$ cat config.mk
export PLATFORM = sky130hd
export DESIGN_NAME = bf16_accum_seq
export DESIGN_NICKNAME = d
export VERILOG_FILES = /design/src/rtl/bf16_accum_seq.sv
export SDC_FILE = /design/constraint.sdc
export NUM_CORES = 1
export LEC_CHECK = 0
export ABC_AREA = 1
export ABC_CLOCK_PERIOD_IN_PS = 16200
export BUFFER_PORTS_ARGS = -buffer_cell sky130_fd_sc_hd__clkbuf_2
export CORE_ASPECT_RATIO = 1.1
export CORE_MARGIN = 1
export CORE_UTILIZATION = 35
export CTS_BUF_LIST = sky130_fd_sc_hd__clkbuf_2 sky130_fd_sc_hd__clkbuf_4 sky130_fd_sc_hd__clkbuf_8
export DETAILED_ROUTE_END_ITERATION = 16
export SETUP_SLACK_MARGIN = 0.1
export SYNTH_ARGS = -nofsm -noshare
export SYNTH_HDL_FRONTEND = slang
export SYNTH_SLANG_ARGS = --single-unit
$ cat constraint.sdc
create_clock -name clk_i -period 16.2 [get_ports clk_i]
set_input_delay 0.81 -clock clk_i [delete_from_list [all_inputs] [get_ports clk_i]]
set_output_delay 0.81 -clock clk_i [all_outputs]
set_load 0.02 [all_outputs]
$ cat src/rtl/bf16_accum_seq.sv
// bf16_accum_seq: streaming bf16 accumulator; each registered beat is folded into acc_q via Add_Sub.
// Optional BF16_ACC_FTZ_EN: flush subnormal values written to acc_q to signed zero.
module Add_Sub (
  input  logic [15:0] A,
  input  logic [15:0] B,
  input  logic        inst,
  output logic [15:0] C
);
  logic        sb, a_ge, eff_sub, sx, sticky, up;
  logic        a_nan, b_nan, a_inf, b_inf;
  logic [7:0]  ex, ey, exe, eye, d, dc, sh, e_f, mx, my;
  logic [4:0]  lz;
  logic [35:0] t;
  logic [17:0] y18;
  logic [18:0] r, n;
  logic [14:0] rnd;
  always_comb begin
    sb      = B[15] ^ ~inst;
    a_nan   = &A[14:7] & |A[6:0];
    b_nan   = &B[14:7] & |B[6:0];
    a_inf   = &A[14:7] & ~|A[6:0];
    b_inf   = &B[14:7] & ~|B[6:0];
    a_ge    = A[14:0] >= B[14:0];
    eff_sub = A[15] ^ sb;
    sx      = a_ge ? A[15] : sb;
    ex      = a_ge ? A[14:7] : B[14:7];
    ey      = a_ge ? B[14:7] : A[14:7];
    mx      = {|ex, a_ge ? A[6:0] : B[6:0]};
    my      = {|ey, a_ge ? B[6:0] : A[6:0]};
    exe     = ex | {7'b0, ~|ex};
    eye     = ey | {7'b0, ~|ey};
    d       = exe - eye;
    dc      = (d > 8'd28) ? 8'd28 : d;
    t       = {my, 28'b0} >> dc;
    sticky  = |t[17:0];
    y18     = {t[35:19], t[18] | sticky};
    r       = eff_sub ? {1'b0, mx, 10'b0} - {1'b0, y18} : {1'b0, mx, 10'b0} + {1'b0, y18};
    lz      = 5'd19;
    for (int i = 0; i < 19; i++) if (r[i]) lz = 5'(18 - i);
    // Subnormal results stop normalising once the exponent field reaches zero.
    sh      = ({3'b0, lz} > exe) ? exe : {3'b0, lz};
    n       = r << sh;
    e_f     = n[18] ? exe + 8'd1 - sh : 8'd0;
    up      = n[10] & (|n[9:0] | n[11]);
    rnd     = {e_f, n[17:11]} + {14'b0, up};
    if (a_nan | b_nan | (a_inf & b_inf & eff_sub)) C = 16'h7FC0;
    else if (a_inf) C = A;
    else if (b_inf) C = {sb, 15'h7F80};
    else if (r == 19'd0) C = {A[15] & sb, 15'h0};
    else if (e_f == 8'hFF) C = {sx, 15'h7F80};
    else C = {sx, rnd};
  end
endmodule

module bf16_accum_seq #(
  parameter int CNT_W = 8
) (
  input  logic             clk_i,
  input  logic             rst_ni,
  input  logic             start_i,
  input  logic             flush_i,
  input  logic             in_valid_i,
  output logic             in_ready_o,
  input  logic [15:0]      in_data_i,
  input  logic             in_sub_i,
  input  logic             in_last_i,
  output logic             res_valid_o,
  input  logic             res_ready_i,
  output logic [15:0]      res_data_o,
  output logic [CNT_W-1:0] cnt_o,
  output logic             nan_o
);
  typedef enum logic [1:0] {IDLE, ACCUM, DONE} state_e;
  state_e             state_q, state_d;
  logic [15:0]        acc_q, acc_d, op_q, op_d, add_c, wr;
  logic               op_sub_q, op_sub_d, op_last_q, op_last_d, op_vld_q, op_vld_d;
  logic               first_q, first_d, nan_q, nan_d, wr_nan;
  logic [CNT_W-1:0]   cnt_q, cnt_d;
  function automatic logic [15:0] ftz(input logic [15:0] v);
`ifdef BF16_ACC_FTZ_EN
    return (~|v[14:7] & |v[6:0]) ? {v[15], 15'h0} : v;
`else
    return v;
`endif
  endfunction
  Add_Sub u_add (.A(acc_q), .B(op_q), .inst(~op_sub_q), .C(add_c));
  assign res_data_o = acc_q;
  assign cnt_o      = cnt_q;
  assign nan_o      = nan_q;
  always_comb begin
    state_d     = state_q;
    acc_d       = acc_q;
    op_d        = op_q;
    op_sub_d    = op_sub_q;
    op_last_d   = op_last_q;
    op_vld_d    = op_vld_q;
    first_d     = first_q;
    nan_d       = nan_q;
    cnt_d       = cnt_q;
    in_ready_o  = (state_q == ACCUM) & ~op_vld_q;
    res_valid_o = state_q == DONE;
    // The first beat is copied (sign-flipped for sub) so 0 - x is exactly -x.
    wr          = first_q ? (op_sub_q ? {~op_q[15], op_q[14:0]} : op_q) : add_c;
    wr_nan      = first_q ? (&op_q[14:7] & |op_q[6:0]) : add_c == 16'h7FC0;
    if (flush_i) begin
      state_d  = IDLE;
      op_vld_d = 1'b0;
      nan_d    = 1'b0;
    end else if (state_q == IDLE) begin
      if (start_i) begin
        state_d  = ACCUM;
        acc_d    = 16'h0000;
        cnt_d    = '0;
        nan_d    = 1'b0;
        first_d  = 1'b1;
        op_vld_d = 1'b0;
      end
    end else if (state_q == ACCUM) begin
      if (in_valid_i & in_ready_o) begin
        op_d      = in_data_i;
        op_sub_d  = in_sub_i;
        op_last_d = in_last_i;
        op_vld_d  = 1'b1;
        cnt_d     = (cnt_q == {CNT_W{1'b1}}) ? cnt_q : cnt_q + CNT_W'(1);
      end
      if (op_vld_q) begin
        acc_d    = ftz(wr);
        op_vld_d = 1'b0;
        first_d  = 1'b0;
        nan_d    = nan_q | wr_nan;
        state_d  = op_last_q ? DONE : ACCUM;
      end
    end else if (res_ready_i) begin
      state_d = IDLE;
    end
  end
  always_ff @(posedge clk_i) begin
    if (!rst_ni) begin
      state_q   <= IDLE;
      acc_q     <= 16'h0000;
      op_q      <= 16'h0000;
      op_sub_q  <= 1'b0;
      op_last_q <= 1'b0;
      op_vld_q  <= 1'b0;
      first_q   <= 1'b0;
      nan_q     <= 1'b0;
      cnt_q     <= '0;
    end else begin
      state_q   <= state_d;
      acc_q     <= acc_d;
      op_q      <= op_d;
      op_sub_q  <= op_sub_d;
      op_last_q <= op_last_d;
      op_vld_q  <= op_vld_d;
      first_q   <= first_d;
      nan_q     <= nan_d;
      cnt_q     <= cnt_d;
    end
  end
endmodule

# Word level (Yosys, flattened, before mapping)
# Index checks and enable logic that the tools add are counted.
[word_totals]
regBits = 47
inputBits = 24
out_inout_bits = 27
wordCells = 141
[classes]
addsub = 7
magnitude_cmp = 3
n_eq_ne = 8
shift = 2
muxes = 63
bitwise = 24
reduce_logical = 25
[op_table]
columns = ["cell", "n"]
rows = [
  ["two-way mux 16 bit", 10],
  ["two-way mux 5 bit", 16],
  ["two-way mux 8 bit", 10],
  ["right shift 36 x 8 -> 36 bit", 1],
  ["adder 18 x 18 -> 19 bit", 1],
  ["zero test 19 bit", 1],
  ["two-way mux 19 bit", 1],
  ["<< shifter 19 x 8 -> 19 bit", 1],
  ["subtractor 18 x 18 -> 19 bit", 1],
  ["OR reduction 18 bit", 1],
  ["adder 8 x 1 -> 8 bit (second input constant)", 2],
  ["equality test 16 x 15 -> 1 bit (second input constant)", 1],
  ["equality test 8 bit (second input constant)", 2],
  ["two-way mux 2 bit", 8],
  ["OR 8 x 1 -> 8 bit", 2],
  ["AND reduction 8 bit", 2],
  ["OR reduction 8 bit", 2],
  ["subtractor 8 bit", 2],
  ["adder 15 x 1 -> 15 bit", 1],
  [">= comparator 15 bit", 1],
  ["two-way mux 1 bit", 15],
  ["two-way mux 15 bit", 1],
  ["two-way mux 7 bit", 2],
  ["OR reduction 7 bit", 2],
  ["other kinds (20)", 46],
]

# Logic depth before layout (Yosys ltp)
# Gate-level depths: netlist of run 1.
[logic_depth]
word_depth = 50
ltp_mapped = 99
mapped_depth_nobuf = 94

# Hierarchy
# From an unflattened synthesis of run 1, not the netlist that was laid out.
[unflattened]
hier_cells = 1387
hier_area_um2 = 7846.3
[by_module_without_submodules]
columns = ["mod", "n_inst", "cells_per_inst", "area_each_um2", "seq_area_each_um2"]
rows = [
  ["Add_Sub", 1, 1043, 5529.1, 0.0],
  ["bf16_accum_seq", 1, 344, 2317.2, 940.9],
]

# Least setup slack after synthesis of run 1
# No wires, ideal clock.
[synth_path]
kind = "register to register"
from = "register acc_q[6] (netlist: res_data_o[6])"
to = "register acc_q[1] (netlist: res_data_o[1])"
setup_ns = 0.122
t_arrival_ns = 9.944
t_required_ns = 16.078
setup_slack_ns = 6.134
stages_incl_launch_ff = 82
n_path_buf = 5
period_less_slack_ns = 10.066
cell_sequence = "dfxtp_1 -> ha_1 -> nand2_1 -> inv_1 -> a21oi_1 -> nand2_1 -> nand2_4 -> nand3_4 -> buf_6 -> buf_2 -> inv_1 -> clkbuf_1 -> nand2_1 -> o21ai_0 -> nand2_1 -> nor3_1 -> nand4_1 -> nand2_1 -> [46 not listed] -> ha_1 -> inv_1 -> ha_1 -> inv_1 -> fa_1 -> o21ai_0 -> nand2_1 -> nand2_1 -> a21oi_1 -> xor2_1 -> nor2_1 -> nand3_4 -> nand2_2 -> inv_2 -> nand4_1 -> nand2_1 -> o211ai_1 -> a21oi_1"
[synth_via]
elab_chain_cells = 48
elab_cells_between_ends = 68
cone_classes = "6 x add/sub; 3 x order compare; 1 x eq/ne; 2 x shift; 36 x mux; 11 x bitwise; 9 x reduce/logical"
[synth_rtl]
columns = ["element", "line_no", "text"]
rows = [
  ["start, declared", "75", "logic [15:0] acc_q, acc_d, op_q, op_d, add_c, wr;"],
  ["start signal, assigned", "140", "acc_q <= 16'h0000;"],
  ["start signal, assigned", "150", "acc_q <= acc_d;"],
  [">= comparator 15 bit", "23", "a_ge = A[14:0] >= B[14:0];"],
  ["two-way mux 8 bit, on equally long branches", "26, 27", ""],
  ["OR reduction 8 bit, on equally long branches", "-", ""],
  ["zero test 1 bit, on equally long branches", "30, 31", ""],
  ["OR 8 x 1 -> 8 bit, on equally long branches", "30, 31", ""],
  ["subtractor 8 bit", "32", "d = exe - eye;"],
  ["greater-than comparator 8 x 5 -> 1 bit", "33", "dc = (d > 8'd28) ? 8'd28 : d;"],
  ["two-way mux 8 bit", "33", ""],
  ["[32 not listed]", "-", ""],
  ["two-way mux 16 bit", "49", "else if (r == 19'd0) C = {A[15] & sb, 15'h0};"],
  ["two-way mux 16 bit", "48", "else if (b_inf) C = {sb, 15'h7F80};"],
  ["two-way mux 16 bit", "47", "else if (a_inf) C = A;"],
  ["two-way mux 16 bit (*)", "46", "if (a_nan | b_nan | (a_inf & b_inf & eff_sub)) C = 16'h7FC0;"],
  ["two-way mux 16 bit (*)", "103", "wr = first_q ? (op_sub_q ? {~op_q[15], op_q[14:0]} : op_q) : add_c;"],
  ["two-way mux 16 bit (*)", "126", "if (op_vld_q) begin"],
  ["two-way mux 16 bit (*)", "118", "end else if (state_q == ACCUM) begin"],
  ["two-way mux 16 bit (*)", "109", "end else if (state_q == IDLE) begin"],
]
# Every way passes the cells marked *; elsewhere a longest branch is shown, timed or not. The select of a mux whose other input is x is not followed.
# A chain may end at the register's enable or synchronous reset.

# Worst setup path after layout of run 1
[layout_path]
from = "register op_q[6]"
to = "register acc_q[2] (netlist: res_data_o[2])"
[layout_via]
elab_chain_cells = 48
elab_cells_between_ends = 68
cone_classes = "6 x add/sub; 3 x order compare; 1 x eq/ne; 2 x shift; 36 x mux; 11 x bitwise; 9 x reduce/logical"
[layout_rtl]
columns = ["element", "line_no", "text"]
rows = [
  ["start, declared", "75", ""],
  ["start signal, assigned", "151", "op_q <= op_d;"],
  [">= comparator 15 bit", "23", ""],
  ["two-way mux 8 bit, on equally long branches", "26, 27", ""],
  ["OR reduction 8 bit, on equally long branches", "-", ""],
  ["zero test 1 bit, on equally long branches", "30, 31", ""],
  ["OR 8 x 1 -> 8 bit, on equally long branches", "30, 31", ""],
  ["subtractor 8 bit", "32", ""],
  ["greater-than comparator 8 x 5 -> 1 bit", "33", ""],
  ["two-way mux 8 bit", "33", ""],
  ["[32 not listed]", "-", ""],
  ["two-way mux 16 bit", "49", ""],
  ["two-way mux 16 bit", "48", ""],
  ["two-way mux 16 bit", "47", ""],
  ["two-way mux 16 bit (*)", "46", ""],
  ["two-way mux 16 bit (*)", "103", ""],
  ["two-way mux 16 bit (*)", "126", ""],
  ["two-way mux 16 bit (*)", "118", ""],
  ["two-way mux 16 bit (*)", "109", ""],
]
# Marked as above.

==> results of run 1 <==
==> stage by stage <==
stage               util, %  instances
global route           38.3       1609
finish                 38.3       1609
floorplan                 -       1312
detailed placement     37.7       1602
CTS                    38.3       1609
global placement       37.7       1602
==> per-layer routing <==
layer  GRT usage, %  vias up
met2           35.7      292
met3           1.35       42
li1               -     4384
met4           7.68        0
met1           29.1     3679
met5              0        -
==> layout by cell type (no fill, tap or decap), types with 5 or more instances in the layout <==
master,n
sky130_fd_sc_hd__inv_1,149
sky130_fd_sc_hd__nand2_2,20
sky130_fd_sc_hd__nor4_1,8
sky130_fd_sc_hd__o211ai_1,7
sky130_fd_sc_hd__a21oi_1,84
sky130_fd_sc_hd__o21ai_0,57
sky130_fd_sc_hd__dfxtp_1,47
sky130_fd_sc_hd__ha_1,53
sky130_fd_sc_hd__nor2_2,15
sky130_fd_sc_hd__clkbuf_8,5
sky130_fd_sc_hd__nor2_4,6
sky130_fd_sc_hd__o21ai_1,15
sky130_fd_sc_hd__inv_2,25
sky130_fd_sc_hd__nor3_1,17
sky130_fd_sc_hd__xor2_1,17
sky130_fd_sc_hd__nand3_1,212
sky130_fd_sc_hd__nand3_2,8
sky130_fd_sc_hd__nand2_1,339
sky130_fd_sc_hd__xnor2_1,5
sky130_fd_sc_hd__o21ai_2,6
sky130_fd_sc_hd__nor2_1,87
sky130_fd_sc_hd__clkinv_1,5
sky130_fd_sc_hd__nand4_1,37
sky130_fd_sc_hd__clkbuf_2,50
==> critical path: cells and delay by family, from the launching register on <==
kind,cells,cell delay [ns]
AOI/OAI and AO/OA,11,1.70
xor gates and xnor gates,1,0.17
adders and majority gates,8,1.90
buffers and inverters,13,1.49
DFF,1,0.42
and+or+nand+nor,55,6.68
==> sequential cells by signal, summed over array words and instances, names as in the netlist <==
register,count
first_q,1
res_data_o,16
op_vld_q,1
op_q,16
state_q,2
cnt_o,8
op_sub_q,1
nan_o,1
op_last_q,1
==> area by class of cell <==
type,instances,area (um2),area share [%]
clock buffer,5,68.8,0.866
clock inverter,2,37.5,0.472
inverter,181,684,8.61
multi-input combinational,1038,5600,70.5
sequential,47,941,11.8
tap,285,357,4.49
timing repair buffer,51,258,3.24
==> path summary, 6_finish.rpt <==
kind	from	to	slack [ns]	cells after the start
min reg2reg	op_vld_q	op_vld_q	0.48	2
max	op_q[6]	res_data_o[2]	3.67	88
min	op_vld_q	op_vld_q	0.48	2
max reg2reg	op_q[6]	res_data_o[2]	3.67	88
==> logic make-up after synthesis <==
logic type / Yosys count / share of synthesized area, %
AO/OA/AOI/OAI: 193 / 14.7
XOR/XNOR: 24 / 3.00
adder cells (fa/ha/maj): 55 / 9.38
buffers and inverters: 227 / 12.7
flip-flops: 47 / 12.5
AND/OR/NAND/NOR: 766 / 47.6
==> insert_results.sql, run 1 <==
INSERT INTO impl_metrics (metric_group, metric, value, unit) VALUES
('detailed_routing', 'first_iter_violations', '627', ''),
('timing', 'worst_slack', '3.67', 'ns'),
('final_layout', 'fillerInstances', '2333', ''),
('detailed_routing', 'ant_nets', '0', ''),
('detailed_routing', 'vias', '8397', ''),
('global_route', 'grt_max_degree', '36', ''),
('worst_setup_path', 'setup.worst_path.start_class', 'register', ''),
('timing', 'transition_time_of_the_tightest_slew_check_pin', '0.909', 'ns'),
('placed_design', 'routabilityCongestion', '0.939', ''),
('die', 'initial_core_utilization', '36.1', '%'),
('timing', 'fin_setup_tns', '0', 'ns'),
('timing', 'period_needed', '12.53', 'ns'),
('worst_setup_path', 'crit_path_max_incr_delay', '0.52', 'ns'),
('logic_synthesis', 'synth_area_leader_cell', 'sky130_fd_sc_hd__nand2_1', ''),
('die', 'num_rows', '55', ''),
('final_layout', 'nNetsFinal', '1403', ''),
('run', 'timing.max_cap.violations', '0', ''),
('worst_setup_path', 'worst-endpoint-arrival', '12.71', 'ns'),
('clock_network', 'post_cts_hold_buffer_count', '0', ''),
('worst_setup_path', 'crit_path_top_delay_cell', 'sky130_fd_sc_hd__nand2_2', ''),
('detailed_routing', 'drt-pass1-iter-count', '6', ''),
('timing', 'finalMaxSlewViolations', '0', ''),
('global_route', 'antenna_found_initial', '0', ''),
('global_route', 'overall_overflow_remaining_after_global_route', '0', ''),
('final_layout', 'syn_to_final_growth', '6.02', '%'),
('worst_setup_path', 'critical_path_start_end_classification', 'register to register', ''),
('timing', 'fmax', '79.8', 'MHz'),
('worst_setup_path', 'worst-path-max-fanout', '35', ''),
('clock_network', 'h_tree_levels', '2', ''),
('logic_synthesis', 'number_of_enable_flip_flop_cells_after_synthesis', '0', ''),
('clock_network', 'numCtsBuffers', '5', ''),
('detailed_routing', 'routed-wl-met2', '10.4', 'mm'),
('timing', 'rsz_0062_raised_after_global_routing', 'false', ''),
('detailed_routing', 'finalWirelength', '23.3', 'mm'),
('worst_setup_path', 'crit_path_frequent_cell', 'sky130_fd_sc_hd__nand2_1', ''),
('outcome', 'result_of_the_run', 'finished, final reports clean', ''),
('die', 'placeable_area', '20800', 'um2'),
('timing', 'worst_slew_margin_rel', '39.4', '%'),
('logic_synthesis', 'synth_top_area_share', '17.0', '%'),
('detailed_routing', 'dr_wl_met3', '1.26', 'mm'),
('placed_design', 'detailed_place.area', '7840', 'um2'),
('clock_network', 'tritoncts_clock_tree', 'built', ''),
('timing', 'finalHoldViolations', '0', ''),
('die', 'chipWidth', '142', 'um'),
('logic_synthesis', 'postSynthAreaPerCell', '5.72', 'um2'),
('detailed_routing', 'top_layer', 'met4', ''),
('clock_network', 'max-clock-path-buffers', '2', ''),
('logic_synthesis', 'synth.cells.most_frequent', '339 x sky130_fd_sc_hd__nand2_1, 212 x sky130_fd_sc_hd__nand3_1, 149 x sky130_fd_sc_hd__inv_1, 87 x sky130_fd_sc_hd__nor2_1, 84 x sky130_fd_sc_hd__a21oi_1', ''),
('clock_network', 'postCtsResizedCells', '0', ''),
('logic_synthesis', 'yosysWarningCount', '0', ''),
('logic_synthesis', 'post_synth_main_area_contributors', 'sky130_fd_sc_hd__nand2_1 17%, sky130_fd_sc_hd__nand3_1 14%, sky130_fd_sc_hd__dfxtp_1 13%', ''),
('worst_setup_path', 'cp.required', '16.38', 'ns'),
('detailed_routing', 'post_drt_via_cell_ratio', '5.22', ''),
('global_route', 'global_route_wire_length_before_repair', '38.3', 'mm'),
('logic_synthesis', 'asyncSetResetFlopFracSynth', '0', '%'),
('logic_synthesis', 'total_of_flip_flops_plus_latches_after_synthesis', '47', ''),
('detailed_routing', 'wire_per_inst', '14.5', 'um'),
('final_layout', 'final_cell_area', '7950', 'um2'),
('timing', 'clock_skew', '0.0109', 'ns'),
('die', 'design.die.area', '22000', 'um2'),
('timing', 'hold-worst-slack', '0.484', 'ns'),
('clock_network', 'tritoncts_sink_count', '47', ''),
('placed_design', 'port_buffers', '50', ''),
('worst_hold_path', 'hold_class', 'register to register', ''),
('timing', 'timing.final.crit_share', '77.4', '%'),
('logic_synthesis', 'synth.yosys.seq_area_share', '12.5', '%'),
('logic_synthesis', 'post_synth_inst_count', '1312', ''),
('final_layout', 'antennaDiodeCount', '0', ''),
('logic_synthesis', 'dominantRegCellSynth', 'sky130_fd_sc_hd__dfxtp_1', ''),
('clock_network', 'clock_tree.root_cell', 'sky130_fd_sc_hd__clkbuf_8', ''),
('logic_synthesis', 'mappedNetlistArea', '7500', 'um2');
Power of run 1 is left out: the tool's default activity adds up to more than one toggle a clock period on the data nets, which glitch-free logic cannot reach.
==> inputs of run 2 (changes only) <==
Settings changed: ABC_CLOCK_PERIOD_IN_PS 16200 to 12990.
Clock period 16.2 ns to 12.99 ns, I/O delays scaled along.
==> insert_results.sql, run 2 (same netlist as run 1, synthesis figures left out) <==
INSERT INTO impl_metrics (metric_group, metric, value, unit) VALUES
('detailed_routing', 'drt-pass1-iter-count', '7', ''),
('timing', 'clock_skew', '0.0121', 'ns'),
('clock_network', 'post_cts_hold_buffer_count', '0', ''),
('placed_design', 'post-place-cells', '1605', ''),
('worst_setup_path', 'critical_path_start_end_classification', 'register to register', ''),
('detailed_routing', 'post_drt_via_cell_ratio', '5.29', ''),
('global_route', 'first_global_vias', '7848', ''),
('timing', 'timing.final.crit_share', '89.3', '%'),
('global_route', 'overall_overflow_remaining_after_global_route', '0', ''),
('worst_setup_path', 'worst-path-max-fanout', '22', ''),
('die', 'placeable_area', '20800', 'um2'),
('detailed_routing', 'finalWirelength', '23.9', 'mm'),
('timing', 'period_needed', '11.60', 'ns'),
('global_route', 'global_route.usage.total', '21.9', '%'),
('clock_network', 'max-clock-path-buffers', '2', ''),
('die', 'initial_core_utilization', '36.1', '%'),
('global_route', 'grt_max_degree', '36', ''),
('worst_setup_path', 'crit_path_max_incr_delay', '0.41', 'ns'),
('final_layout', 'post_route_cells_drive_above_1_share', '13.5', '%'),
('final_layout', 'fillerInstances', '2368', ''),
('timing', 'fmax', '86.2', 'MHz'),
('global_route', 'antenna_found_initial', '0', ''),
('final_layout', 'nNetsFinal', '1417', ''),
('clock_network', 'clock_transition_at_the_register_clock_pins_on_the_worst_setup_and_hold_paths_after_cts', '0.10', 'ns'),
('worst_setup_path', 'worst-endpoint-arrival', '11.85', 'ns'),
('timing', 'report.final.setup_viol', '0', ''),
('clock_network', 'numCtsBuffers', '5', ''),
('final_layout', 'post_layout_nonfiller_instances', '1624', ''),
('outcome', 'result_of_the_run', 'finished, final reports clean', ''),
('final_layout', 'most_common_cell_after_layout_fill_and_taps_aside', 'sky130_fd_sc_hd__nand2_1', ''),
('worst_setup_path', 'crit_path_frequent_cell', 'sky130_fd_sc_hd__nand2_1', ''),
('timing', 'rsz_0062_raised_after_global_routing', 'false', ''),
('clock_network', 'h_tree_levels', '2', ''),
('clock_network', 'clock_tree.root_cell', 'sky130_fd_sc_hd__clkbuf_8', ''),
('timing', 'fin_setup_tns', '0', 'ns'),
('detailed_routing', 'ant_nets', '0', ''),
('detailed_routing', 'wire_per_inst', '14.7', 'um'),
('global_route', 'global_route_wire_length_before_repair', '39.4', 'mm'),
('worst_setup_path', 'setup.worst_path.start_class', 'register', ''),
('timing', 'transition_time_of_the_tightest_slew_check_pin', '0.814', 'ns'),
('detailed_routing', 'drc_errors', '0', ''),
('detailed_routing', 'vias', '8588', ''),
('worst_setup_path', 'type_of_destination_of_the_critical_path', 'register', ''),
('worst_setup_path', 'crit_path_top_delay_cell', 'sky130_fd_sc_hd__fa_1', ''),
('die', 'design.die.area', '22000', 'um2'),
('die', 'num_rows', '55', ''),
('clock_network', 'tritoncts_clock_tree', 'built', ''),
('die', 'chipWidth', '142', 'um'),
('die', 'io_pins', '51', ''),
('placed_design', 'routabilityCongestion', '0.960', ''),
('clock_network', 'tritoncts_sink_count', '47', ''),
('timing', 'worst_slew_margin_rel', '45.7', '%'),
('worst_hold_path', 'hold_class', 'register to register', ''),
('placed_design', 'port_buffers', '50', ''),
('final_layout', 'antennaDiodeCount', '0', ''),
('final_layout', 'syn_to_final_growth', '8.13', '%'),
('clock_network', 'worst_skew_pair.late_latency', '0.32', 'ns'),
('timing', 'finalMaxSlewViolations', '0', ''),
('run', 'timing.max_cap.violations', '0', ''),
('timing', 'finalHoldViolations', '0', ''),
('worst_setup_path', 'cp.required', '13.24', 'ns'),
('placed_design', 'detailed_place_hpwl', '19.2', 'mm'),
('die', 'dieHeight', '156', 'um'),
('detailed_routing', 'first_iter_violations', '809', ''),
('final_layout', 'mostFrequentLayoutCells', '336 x sky130_fd_sc_hd__nand2_1, 212 x sky130_fd_sc_hd__nand3_1, 147 x sky130_fd_sc_hd__inv_1', '');
-- run 2: routing by layer --
metal | part of all wire (%) | track usage [%] | vias to the layer above
met5 | 0 | 0 | -
met4 | 3.0 | 7.89 | 0
met3 | 4.5 | 1.29 | 42
met2 | 46 | 36.8 | 272
met1 | 47 | 29.5 | 3877
li1 | - | - | 4397
-- run 2: stage by stage --
stage	hold slack, ns	area [um2]	utilization (%)	setup slack, ns
after floorplan	0.454	7500	-	2.92
after global placement	0.475	7870	37.9	0.990
after detailed placement	0.471	7870	37.9	0.864
after CTS	0.486	7950	38.3	0.827
after global routing	0.518	8110	39.0	0.123
final	0.481	8110	39.0	1.39
-- run 2: final timing paths --
kind	startpoint	endpoint	slack [ns]	depth (start not counted)
setup / recovery	op_q[11]	res_data_o[2]	1.39	78
hold / removal	op_vld_q	op_vld_q	0.48	2
setup reg to reg	op_q[11]	res_data_o[2]	1.39	78
hold reg to reg	op_vld_q	op_vld_q	0.48	2
-- run 2: cell type report --
| class | instances | area (um2) | area share [%] |
|---|---|---|---|
| Clock inverter | 3 | 18.8 | 0.231 |
| Inverter | 181 | 688 | 8.49 |
| Clock buffer | 5 | 68.8 | 0.849 |
| Tap cell | 285 | 357 | 4.40 |
| Timing Repair inverter | 1 | 5.00 | 0.0617 |
| Multi-Input combinational cell | 1039 | 5660 | 69.8 |
| Sequential cell | 47 | 941 | 11.6 |
| Timing Repair Buffer | 63 | 373 | 4.60 |
-- run 2: worst max-delay path, delay by kind of cell (launching register included) --
kind | cells | cell delay [ns]
AND/OR/NAND/NOR | 48 | 5.83
adder cells (fa/ha/maj) | 8 | 1.92
AO/OA/AOI/OAI | 8 | 1.63
buffers and inverters | 12 | 1.34
XOR/XNOR | 2 | 0.46
flip-flops | 1 | 0.31
-- run 2: what timing repair did --
item	in CTS	in global routing
endpoints found under the hold margin	0	0
endpoints found under the setup margin	0	15
gates resized for setup	0	13
buffers inserted	0	9
Power of run 2 is left out for the same reason.
==> inputs of run 3 (changes only) <==
Settings changed: CORE_UTILIZATION 35 to 40.
==> insert_results.sql, run 3 (same netlist as run 1, synthesis figures left out) <==
INSERT INTO impl_metrics (metric_group, metric, value, unit) VALUES
('outcome', 'result_of_the_run', 'finished, final reports clean', ''),
('final_layout', 'most_common_cell_after_layout_fill_and_taps_aside', 'sky130_fd_sc_hd__nand2_1', ''),
('clock_network', 'max-clock-path-buffers', '2', ''),
('timing', 'rsz_0062_raised_after_global_routing', 'false', ''),
('die', 'io_pins', '51', ''),
('detailed_routing', 'first_iter_violations', '658', ''),
('worst_setup_path', 'timing.reg2reg.setup_slack', '1.38', 'ns'),
('worst_hold_path', 'timing.hold.worst.start', 'op_vld_q', ''),
('timing', 'finalHoldViolations', '0', ''),
('worst_setup_path', 'crit_path_frequent_cell', 'sky130_fd_sc_hd__nand2_1', ''),
('worst_setup_path', 'cp.required', '13.17', 'ns'),
('worst_setup_path', 'number_of_cells_on_the_critical_path', '77', ''),
('detailed_routing', 'wire_per_inst', '14.9', 'um'),
('worst_setup_path', 'timing.rr.start', 'op_q[1]', ''),
('final_layout', 'mostFrequentLayoutCells', '338 x sky130_fd_sc_hd__nand2_1, 212 x sky130_fd_sc_hd__nand3_1, 148 x sky130_fd_sc_hd__inv_1', ''),
('worst_setup_path', 'critical_path_start_end_classification', 'register to register', ''),
('worst_hold_path', 'hold_class', 'register to register', ''),
('global_route', 'overall_overflow_remaining_after_global_route', '0', ''),
('global_route', 'global_route.usage.total', '24.6', '%'),
('clock_network', 'h_tree_levels', '2', ''),
('worst_setup_path', 'critPathTopFamily', 'simple AND/OR/NAND/NOR gates', ''),
('detailed_routing', 'post_drt_via_cell_ratio', '5.41', ''),
('timing', 'fmax', '86.1', 'MHz'),
('placed_design', 'port_buffers', '50', ''),
('worst_setup_path', 'type_of_destination_of_the_critical_path', 'register', ''),
('die', 'placeable_area', '18300', 'um2'),
('final_layout', 'antennaDiodeCount', '0', ''),
('die', 'num_rows', '52', ''),
('detailed_routing', 'drc_errors', '0', ''),
('timing', 'transition_time_of_the_tightest_slew_check_pin', '0.816', 'ns'),
('worst_setup_path', 'crit_path_top_delay_cell', 'sky130_fd_sc_hd__dfxtp_1', ''),
('die', 'chipWidth', '133', 'um'),
('final_layout', 'syn_to_final_growth', '7.68', '%'),
('global_route', 'antenna_found_initial', '0', ''),
('worst_setup_path', 'worst-r2r-cell-count', '77', ''),
('clock_network', 'clock_tree.root_cell', 'sky130_fd_sc_hd__clkbuf_8', ''),
('final_layout', 'nNetsFinal', '1420', ''),
('worst_setup_path', 'crit_path_max_incr_delay', '0.49', 'ns'),
('detailed_routing', 'drt-pass1-iter-count', '5', ''),
('placed_design', 'detailed_place_hpwl', '19.3', 'mm'),
('global_route', 'first_global_vias', '7761', ''),
('clock_network', 'clock_transition_at_the_register_clock_pins_on_the_worst_setup_and_hold_paths_after_cts', '0.09', 'ns'),
('run', 'timing.max_cap.violations', '0', ''),
('die', 'design.die.area', '19300', 'um2'),
('timing', 'finalMaxSlewViolations', '0', ''),
('die', 'dieHeight', '146', 'um'),
('worst_hold_path', 'worst_hold_path.num_cells', '2', ''),
('placed_design', 'routabilityCongestion', '0.909', ''),
('final_layout', 'fillerInstances', '2056', ''),
('timing', 'timing.final.crit_share', '89.4', '%'),
('timing', 'clock_skew', '0.0105', 'ns'),
('clock_network', 'worst_skew_pair.late_latency', '0.31', 'ns'),
('global_route', 'global_route_wire_length_before_repair', '39.1', 'mm'),
('worst_setup_path', 'worst-endpoint-arrival', '11.80', 'ns'),
('worst_setup_path', 'worst_r2r_endpoint', 'res_data_o[2]', ''),
('clock_network', 'tritoncts_sink_count', '47', ''),
('worst_hold_path', 'hold_path_end', 'op_vld_q', ''),
('clock_network', 'numCtsBuffers', '5', ''),
('global_route', 'grt_max_degree', '36', ''),
('detailed_routing', 'vias', '8567', ''),
('final_layout', 'post_route_cells_drive_above_1_share', '13.4', '%'),
('worst_setup_path', 'path_buf_inv', '12', ''),
('clock_network', 'tritoncts_clock_tree', 'built', ''),
('worst_setup_path', 'setup.worst_path.start_class', 'register', ''),
('timing', 'report.final.setup_viol', '0', ''),
('detailed_routing', 'finalWirelength', '23.6', 'mm'),
('die', 'initial_core_utilization', '40.9', '%'),
('timing', 'fin_setup_tns', '0', 'ns'),
('worst_setup_path', 'worst-path-max-fanout', '22', ''),
('timing', 'worst_slew_margin_rel', '45.5', '%'),
('timing', 'period_needed', '11.61', 'ns'),
('detailed_routing', 'ant_nets', '0', '');
==> run 3: cell types whose count changed in the layout (fill, tap and decap cells not counted), moves of 2 or more <==
cell,delta
sky130_fd_sc_hd__nand2_1,+2
sky130_fd_sc_hd__o21ai_1,-2
sky130_fd_sc_hd__o21ai_0,+2
sky130_fd_sc_hd__buf_12,-2
sky130_fd_sc_hd__clkinv_2,-2
sky130_fd_sc_hd__buf_4,+5
sky130_fd_sc_hd__bufinv_16,+2
==> run 3: metal layers <==
metal	up-vias	part of all wire (%)	GRT usage (%)	wire length, um
met1	3878	46	32.3	10800
met2	243	46	42.2	11000
met5	-	0	0	0
met4	0	3.4	9.25	805
li1	4403	-	-	-
met3	43	4.3	1.57	1010
==> run 3: per-stage QoR <==
stage               utilization, %  instances  instance area, um2  hold slack (ns)  setup WS (ns)
detailed placement            42.8       1568                7850            0.473          0.840
CTS                           43.5       1576                7990            0.485          0.804
global placement              42.8       1568                7850            0.474           1.01
floorplan                        -       1312                7500            0.454           2.92
finish                        44.0       1585                8070            0.486           1.38
global route                  44.0       1585                8070            0.502         0.0798
==> run 3: worst reg2reg max path: cells and delay by family (launching register included) <==
| family | cells | cell delay, ns |
|---|---|---|
| compound gates | 8 | 1.50 |
| xor+xnor | 2 | 0.41 |
| fa+ha+maj | 8 | 1.86 |
| buf+inv | 12 | 1.49 |
| flops | 1 | 0.49 |
| simple gates | 47 | 5.76 |
==> run 3: layout make-up <==
| class | instances | area [um2] | area share, % |
|---|---|---|---|
| Tap cell | 243 | 304 | 3.77 |
| Clock buffer | 6 | 76.3 | 0.945 |
| Timing Repair inverter | 1 | 5.00 | 0.0620 |
| Clock inverter | 2 | 60.1 | 0.744 |
| Sequential cell | 47 | 941 | 11.7 |
| Inverter | 181 | 688 | 8.52 |
| Multi-Input combinational cell | 1039 | 5630 | 69.7 |
| Timing Repair Buffer | 66 | 370 | 4.59 |
==> run 3: how the worst max path moves through the flow <==
stage / start / to / slack (ns)
finish: op_q[1] / res_data_o[2] / 1.38
global route: op_q[13] / res_data_o[2] / 0.08
CTS: res_data_o[5] / res_data_o[4] / 0.80
detailed placement: res_data_o[5] / res_data_o[2] / 0.84
global placement: op_q[5] / res_data_o[4] / 1.01
floorplan: res_data_o[6] / res_data_o[1] / 2.92
==> run 3: timing repair <==
item                       in CTS  in global routing
hold buffers                    0                  0
gates resized for setup         0                  4
setup buffers                   0                  7
setup endpoints to repair       0                 15
Power of run 3 is left out for the same reason.
